### src/rtl/instr_fetch_unit.sv
// Instruction fetch unit: owns the fetch PC, issues pipelined imem reads, buffers responses in a
// prefetch FIFO and redirects on taken branches. Define FETCH_STATS_EN for saturating counters.
module instr_fetch_unit #(
    parameter int unsigned DEPTH    = 4,
    parameter logic [31:0] RESET_PC = 32'h0000_0000
) (
    input  logic        clk,
    input  logic        reset,
    output logic        imem_req,
    output logic [31:0] imem_addr,
    input  logic        imem_gnt,
    input  logic        imem_rvalid,
    input  logic [31:0] imem_rdata,
    output logic        instr_valid,
    output logic [31:0] Instr,
    output logic [31:0] instr_pc,
    input  logic        instr_ready,
    input  logic        PCSrc,
    input  logic [31:0] branch_target
`ifdef FETCH_STATS_EN
    ,
    output logic [31:0] stat_fetched,
    output logic [31:0] stat_flushed,
    output logic [15:0] stat_redirects
`endif
);

    localparam int unsigned PtrW = $clog2(DEPTH);
    localparam int unsigned CntW = PtrW + 1;

    typedef enum logic [1:0] {StBoot, StRun, StDrain} state_e;

    state_e            state_q, state_d;
    logic [31:0]       fpc_q, fpc_d;
    logic [31:0]       rpc_q, rpc_d;
    logic [CntW-1:0]   outstanding_q, outstanding_d;
    logic [CntW-1:0]   drop_q, drop_d;
    logic [CntW-1:0]   count_q, count_d;
    logic [PtrW-1:0]   wptr_q, wptr_d;
    logic [PtrW-1:0]   rptr_q, rptr_d;
    logic [31:0]       mem_data_q [DEPTH];
    logic [31:0]       mem_pc_q   [DEPTH];

    logic        req_fire;
    logic        pop;
    logic        redirect;
    logic        push;
    logic        space;
    logic [31:0] target;
    logic        unused_target_lsbs;

    assign target             = {branch_target[31:2], 2'b00};
    assign unused_target_lsbs = ^branch_target[1:0];

    // Counting in-flight reads against free slots means every response always has a home.
    assign space    = ({1'b0, count_q} + {1'b0, outstanding_q}) < (CntW + 1)'(DEPTH);
    assign imem_req = (state_q == StRun) && space;
    assign imem_addr = fpc_q;
    assign req_fire = imem_req & imem_gnt;

    assign instr_valid = (count_q != '0);
    assign Instr       = mem_data_q[rptr_q];
    assign instr_pc    = mem_pc_q[rptr_q];
    assign pop         = instr_valid & instr_ready;
    assign redirect    = pop & PCSrc;
    assign push        = imem_rvalid && (drop_q == '0) && !redirect;

    always_comb begin
        state_d       = state_q;
        fpc_d         = fpc_q;
        rpc_d         = rpc_q;
        outstanding_d = outstanding_q + CntW'(req_fire) - CntW'(imem_rvalid);
        drop_d        = drop_q;
        count_d       = count_q + CntW'(push) - CntW'(pop);
        wptr_d        = push ? wptr_q + PtrW'(1) : wptr_q;
        rptr_d        = pop ? rptr_q + PtrW'(1) : rptr_q;

        if (req_fire) begin
            fpc_d = fpc_q + 32'd4;
        end
        if (push) begin
            rpc_d = rpc_q + 32'd4;
        end
        if (imem_rvalid && (drop_q != '0)) begin
            drop_d = drop_q - CntW'(1);
        end

        case (state_q)
            StBoot:  state_d = StRun;
            StRun:   state_d = StRun;
            StDrain: if (drop_q == '0) state_d = StRun;
            default: state_d = StBoot;
        endcase

        // Everything still in flight after this edge (including a same-cycle grant) is stale.
        if (redirect) begin
            fpc_d   = target;
            rpc_d   = target;
            drop_d  = outstanding_d;
            count_d = '0;
            wptr_d  = '0;
            rptr_d  = '0;
            state_d = ((state_q == StDrain) || (outstanding_d != '0)) ? StDrain : StRun;
        end
    end

    always_ff @(posedge clk or negedge reset) begin
        if (!reset) begin
            state_q       <= StBoot;
            fpc_q         <= RESET_PC;
            rpc_q         <= RESET_PC;
            outstanding_q <= '0;
            drop_q        <= '0;
            count_q       <= '0;
            wptr_q        <= '0;
            rptr_q        <= '0;
        end else begin
            state_q       <= state_d;
            fpc_q         <= fpc_d;
            rpc_q         <= rpc_d;
            outstanding_q <= outstanding_d;
            drop_q        <= drop_d;
            count_q       <= count_d;
            wptr_q        <= wptr_d;
            rptr_q        <= rptr_d;
        end
    end

    always_ff @(posedge clk or negedge reset) begin
        if (!reset) begin
            for (int i = 0; i < DEPTH; i++) begin
                mem_data_q[i] <= '0;
                mem_pc_q[i]   <= '0;
            end
        end else if (push) begin
            mem_data_q[wptr_q] <= imem_rdata;
            mem_pc_q[wptr_q]   <= rpc_q;
        end
    end

`ifdef FETCH_STATS_EN
    logic [31:0] fetched_q;
    logic [31:0] flushed_q;
    logic [15:0] redirects_q;
    logic        discard;
    logic [32:0] flushed_sum;

    assign discard     = imem_rvalid && ((drop_q != '0) || redirect);
    // On a redirect the branch itself is consumed, so only the entries behind it are flushed.
    assign flushed_sum = {1'b0, flushed_q} + 33'(discard)
                       + (redirect ? 33'(count_q - CntW'(1)) : 33'd0);

    always_ff @(posedge clk or negedge reset) begin
        if (!reset) begin
            fetched_q   <= '0;
            flushed_q   <= '0;
            redirects_q <= '0;
        end else begin
            if (push && (fetched_q != '1)) begin
                fetched_q <= fetched_q + 32'd1;
            end
            if (redirect && (redirects_q != '1)) begin
                redirects_q <= redirects_q + 16'd1;
            end
            flushed_q <= flushed_sum[32] ? '1 : flushed_sum[31:0];
        end
    end

    assign stat_fetched   = fetched_q;
    assign stat_flushed   = flushed_q;
    assign stat_redirects = redirects_q;
`endif

endmodule

### config.mk
export PLATFORM = sky130hd
export DESIGN_NAME = instr_fetch_unit
export DESIGN_NICKNAME = d
export VERILOG_FILES = /design/src/rtl/instr_fetch_unit.sv
export SDC_FILE = /design/constraint.sdc
export NUM_CORES = 1
export LEC_CHECK = 0
export CORE_ASPECT_RATIO = 0.8
export CORE_UTILIZATION = 40
export DETAILED_ROUTE_END_ITERATION = 10
export GPL_TIMING_DRIVEN = 0
export HOLD_SLACK_MARGIN = 0.03
export SYNTH_ARGS = -nofsm -noshare
export SYNTH_HDL_FRONTEND = slang
export SYNTH_SLANG_ARGS = --single-unit
### constraint.sdc
create_clock -name clk -period 3.61 [get_ports clk]
set_clock_uncertainty 0.05 [all_clocks]
set_input_delay 0.5415 -clock clk [delete_from_list [all_inputs] [get_ports clk]]
set_output_delay 0.5415 -clock clk [all_outputs]
set_load 0.03 [all_outputs]
# [Word level (Yosys, flattened, before mapping)]
# Index checks and enable logic that the tools add are counted.
# Widths: inputs -> output; s select.
[classes] addsub=10 n_eq_ne=3 n_reduce_logical=17 bitwise_logic=5 muxes=25 n_lt_le_gt_ge=4
[ops] cell="$mux 32" n=9
[ops] cell="$bwmux 128" n=2
[ops] cell="$bmux 32 s2" n=2
[ops] cell="$add 32x3->32 const B" n=2
[ops] cell="$demux 32 s2" n=1
[ops] cell="$mux 2" n=7
[ops] cell="$mux 3" n=3
[ops] cell="$reduce_bool 3->1" n=3
[ops] cell="$reduce_bool 2->1" n=4
[ops] cell="$add 3x1->3" n=2
[ops] cell="$ge 3x3->1 const B" n=2
[ops] cell="$not 2->3" n=2
[ops] cell="$sub 3x1->3" n=2
[ops] cell="$logic_and 1x1->1" n=5
[ops] cell="$add 2x1->2 const B" n=2
[ops] cell="$add 3x3->4" n=1
[ops] cell="$lt 4x3->1 const B" n=1
[ops] cell="$pmux 2 s2" n=1
[ops] cell="$and 1x1->1" n=3
[ops] cell="$logic_not 3->1" n=1
[ops] cell="$lt 3x1->1 const B" n=1
[ops] cell="$ne 3x3->1 const B" n=1
[ops] cell="$sub 3x1->3 const B" n=1
[ops] cell="$eq 2x1->1 const B" n=1
[ops] cell="5 further kinds" n=5
[word_totals] wordCells=80 register_bits=335 inputBits=70 out_inout_bits=98

# [Logic depth before layout (Yosys ltp)]
[logic_depth] word_depth=10 depth_mapped=15 ltp_nobuf=14

# [Least setup slack after synthesis]
# OpenSTA, ideal clock, no wires.
[synth_timing] kind="reg-to-reg" startpoint="register outstanding_q[2]" endpoint="register state_q[0]" setup_slack_ps=538 t_arrival_ps=2876 synth_period_minus_slack_ps=3072 setup_time_ps=147 required_ps=3413 stages_incl_launch_ff=15 path_buffers=2 cell_sequence="dfrtp_1 ha_1 nor3_1 and4_1 buf_2 inv_1 buf_1 ha_1 inv_1 ha_1 fa_1 xnor2_1 nor3_1 o21ai_0 o311ai_0"
[synth_via] elab_chain_cells=10
[synth_lines] element="from (decl)" line_no="36" text="logic [CntW-1:0] outstanding_q, outstanding_d;"
[synth_lines] element="from (signal assigned)" line_no="121" text="outstanding_q <= outstanding_d;"
[synth_lines] element="$add 3x3->4" line_no="56" text="assign space = ({1'b0, count_q} + {1'b0, outstanding_q}) < (CntW + 1)'(DEPTH);"
[synth_lines] element="$lt 4x3->1" line_no="56"
[synth_lines] element="$logic_and 1x1->1" line_no="57" text="assign imem_req = (state_q == StRun) && space;"
[synth_lines] element="$and 1x1->1" line_no="59" text="assign req_fire = imem_req & imem_gnt;"
[synth_lines] element="$add 3x1->3 *" line_no="72" text="outstanding_d = outstanding_q + CntW'(req_fire) - CntW'(imem_rvalid);"
[synth_lines] element="$sub 3x1->3 *" line_no="72"
[synth_lines] element="named net outstanding_d[2]" line_no="36"
[synth_lines] element="$reduce_bool 3->1 *" line_no="103" text="state_d = ((state_q == StDrain) || (outstanding_d != '0)) ? StDrain : StRun;"
[synth_lines] element="$logic_or 1x1->1 *" line_no="103"
[synth_lines] element="$mux 2 *" line_no="103"
[synth_lines] element="$mux 2 *" line_no="96" text="if (redirect) begin"
[synth_lines] element="to (signal assigned)" line_no="109" text="state_q <= StBoot;"
[synth_lines] element="to (signal assigned)" line_no="118" text="state_q <= state_d;"
[synth_lines] element="to (decl)" line_no="33" text="state_e state_q, state_d;"
# The timed path passes the listed nets; every way through them passes the cells marked *.
# A chain may end at the register's enable or synchronous reset.

# [Worst setup path after layout]
[layout_timing] startpoint="register rptr_q[0]" endpoint="output Instr[22]"
[layout_via] elab_chain_cells=4
[layout_lines] element="from (decl)" line_no="40" text="logic [PtrW-1:0] rptr_q, rptr_d;"
[layout_lines] element="from (signal assigned)" line_no="125" text="rptr_q <= rptr_d;"
[layout_lines] element="$not 2->3 (not written as such)" line_no="62" text="assign Instr = mem_data_q[rptr_q];"
[layout_lines] element="$bmux 32 s2" line_no="62"
[layout_lines] element="$mux 32 (not written as such) (2 in series)" line_no="62"
[layout_lines] element="to (decl)" line_no="15" text="output logic [31:0] Instr,"
# No other way between the ends. The select of a mux whose other input is x is not followed.

==> out/results.txt <==
Post-synthesis cell type count: 50
Remaining DRCs: 0
Vias in the first global route: 9731
CTS tree: done
Status: completed
Place WS: -117 ps
Final GP Congestion: 0.799
Top Ports: 168
Worst setup SP type: flip-flop
Max Root-Sink Buffers: 3
Critical path class: reg2out
Hold WC Path Type: reg2reg
Peak supply drop: 675 uV
Final hold viol count: 0
Die Ht: 176 microns
WL final: 34.6 mm
Initial antenna violation count: 0
Worst Hold Launch: mem_pc_q[54]$_DFFE_PN0P_
Clock sink count: 323
Vias per cell: 5.23
Final Cycle Share: 94.8%
Sequential share of the synthesized area: 53.7%
Final setup viols: 0
Worst Path Required: 3020 ps
Power Dens Cells: 967 nW/um^2
GR Overflow Total: 0
Min cycle time layout: 3420 ps
Worst slew pin tran: 769 ps
Hold endpoint: mem_pc_q[54]$_DFFE_PN0P_
Commonest cells after routing, fill and taps aside: dfrtp_1, mux2_2, clkdlybuf4s50_1
EDFF count, synth: 0
Ys async rst share: 100%
Leading cell type in the layout, fill and taps excluded: dfrtp_1
Peak Freq: 292 MHz
Chip width: 219 microns
Avg Cell Area, Syn: 14.2 sq um
Area leader, netlist: dfrtp_1
Initial DRC Count: 436
Core ar.: 37000 sq um
Drt pass-1 iters: 4
Clk_lat worst skew: 510 ps
Top FF cell, synth: dfrtp_1
H-Tree Depth: 2
Total CTS buffers: 35
YS warnings: 0
First-pass GRT wire length: 55.1 mm
Slew HR: 48.7%
Max Cap Violations: 0
Yosys reg bits: 323
Synthesized instance count: 1062
Hold path depth: 1
Number of inserted diodes: 0
Worst-path maximum fanout: 10
RR Endpoint: state_q[0]$_DFFE_PN0P_
Global Route Usage Sum: 18.6%
Max-slew violations: 0
Critical Path Sink Type: primary output
WP data arrival: 2830 ps
R2R Setup Slk: 240 ps
Synthesized area: 15100 sq um
Design Area, Final: 18600 sq um
Die area: 38400 sq um
Leakage power: 8.01 nW
Post-synth top area share: 53.7%
Worst-path clk slew: 60 ps
Setup ws final: 188 ps
Fraction of layout cells with a size suffix above 1: 32.4%
Total Nets Final: 1355
Clock root buffer master: clkbuf_16
HPWL after DPL: 24.0 mm
R2r startpoint: outstanding_q[2]$_DFF_PN0_
Post-route ant nets: 0
Cell Area, Placed: 17400 sq um
FP Rows: 63
FF-to-FF path depth: 13
Largest net degree at the start of global routing: 107
Wire per inst: 19.5 microns
Synth top area cells: dfrtp_1, mux2_2, mux4_2
Area delta synth->final: 23.3%
Initial core utilization: 40.6%
Total number of vias: 9297
Buffers on Ports: 161
## synthesized netlist by cell type (all sizes together), types with 2 or more instances
| library cell | instances |
|---|---|
| a21oi | 57 |
| a31oi | 2 |
| and2 | 7 |
| and3 | 6 |
| and4 | 10 |
| buf | 58 |
| clkbuf | 14 |
| dfrtp | 323 |
| fa | 2 |
| ha | 14 |
| inv | 22 |
| mux2 | 249 |
| mux4 | 62 |
| nand2 | 35 |
| nand3 | 22 |
| nand4 | 19 |
| nor2 | 42 |
| nor3 | 14 |
| nor4 | 17 |
| o21ai | 10 |
| or3 | 3 |
| xnor2 | 35 |
| xor2 | 24 |
## report_power, final
group | switching [mW] | leakage, nW | internal (mW) | total, mW
Sequential | 1.12 | 4.00 | 5.27 | 6.39
Combinational | 4.00 | 3.45 | 4.02 | 8.02
Clock | 1.42 | 0.557 | 2.11 | 3.53
Total | 6.54 | 8.01 | 11.4 | 17.9
## kinds of logic after synthesis
kind of cell	share of synthesized area [%]
DFF	53.7
and+or+nand+nor	6.91
adders and majority gates	1.43
xor gates and xnor gates	3.43
AOI/OAI and AO/OA	2.65
other	0.0249
buffers and inverters	3.91
muxes	28.0
## worst max-delay path, cell delays in order, from the launching register on
cell and delay (ps):
dfrtp_1 350, clkbuf_2 370, buf_2 410, mux4_2 580, clkdlybuf4s50_1 610
## sequential cells by signal, indices dropped and copies added (netlist names)
name,count
rptr_q,2
state_q,2
outstanding_q,3
mem_pc_q,120
imem_addr,30
mem_data_q,128
wptr_q,2
count_q,3
rpc_q,30
drop_q,3
## layout make-up
class                           count  area [sq um]
Buffer                             70           520
Clock buffer                       50          1020
Clock inverter                     10           103
Fill cell                        3264         18500
Inverter                           22          86.3
Multi-Input combinational cell    648          6400
Sequential cell                   323          8080
Tap cell                          487           609
Timing Repair Buffer              168          1730
Timing Repair inverter              1          5.00
## through the flow
stage,hold WS (ps),utilization [%],setup TNS [ps],power [mW],std cells
after global placement,419,46.7,-4007210,14.4,1713
after CTS,441,50.0,0,18.2,1775
final,435,50.1,0,17.9,1779
after floorplan,196,-,0,11.6,1065
after detailed placement,405,46.9,-122,14.5,1716
after global routing,452,50.1,-3.62,19.0,1779
## worst max-delay path by stage
stage | endpoint | startpoint | slack [ps] | depth (start not counted)
2_1_floorplan | state_q[0]$_DFFE_PN0P_ | outstanding_q[2]$_DFF_PN0_ | 540 | 14
3_3_place_gp | imem_addr[10]$_DFFE_PN0P_ | reset | -12440 | 1
3_5_place_dp | state_q[0]$_DFFE_PN0P_ | imem_gnt | -120 | 13
4_1_cts | instr_pc[17] | rptr_q[1]$_DFFE_PN0P_ | 10 | 3
5_1_grt | state_q[0]$_DFFE_PN0P_ | outstanding_q[2]$_DFF_PN0_ | -4 | 13
6_report | Instr[22] | rptr_q[0]$_DFFE_PN0P_ | 190 | 4
## layer usage
layer / up-vias / GRT usage (%) / wire [microns]
met5: - / 0 / 0
met4: 0 / 3.85 / 487
met3: 36 / 3.52 / 1910
met2: 225 / 28.3 / 15500
met1: 4761 / 27.6 / 16800
li1: 4275 / - / -
## repair_timing
action,4_1_cts,5_1_grt
hold endpoints to repair,40,0
resized for setup,2,14
gates cloned,0,1
buffers inserted,0,3
hold buffers,1,0
endpoints found under the setup margin,59,36
Note: power is estimated with default switching activity, not from simulation.
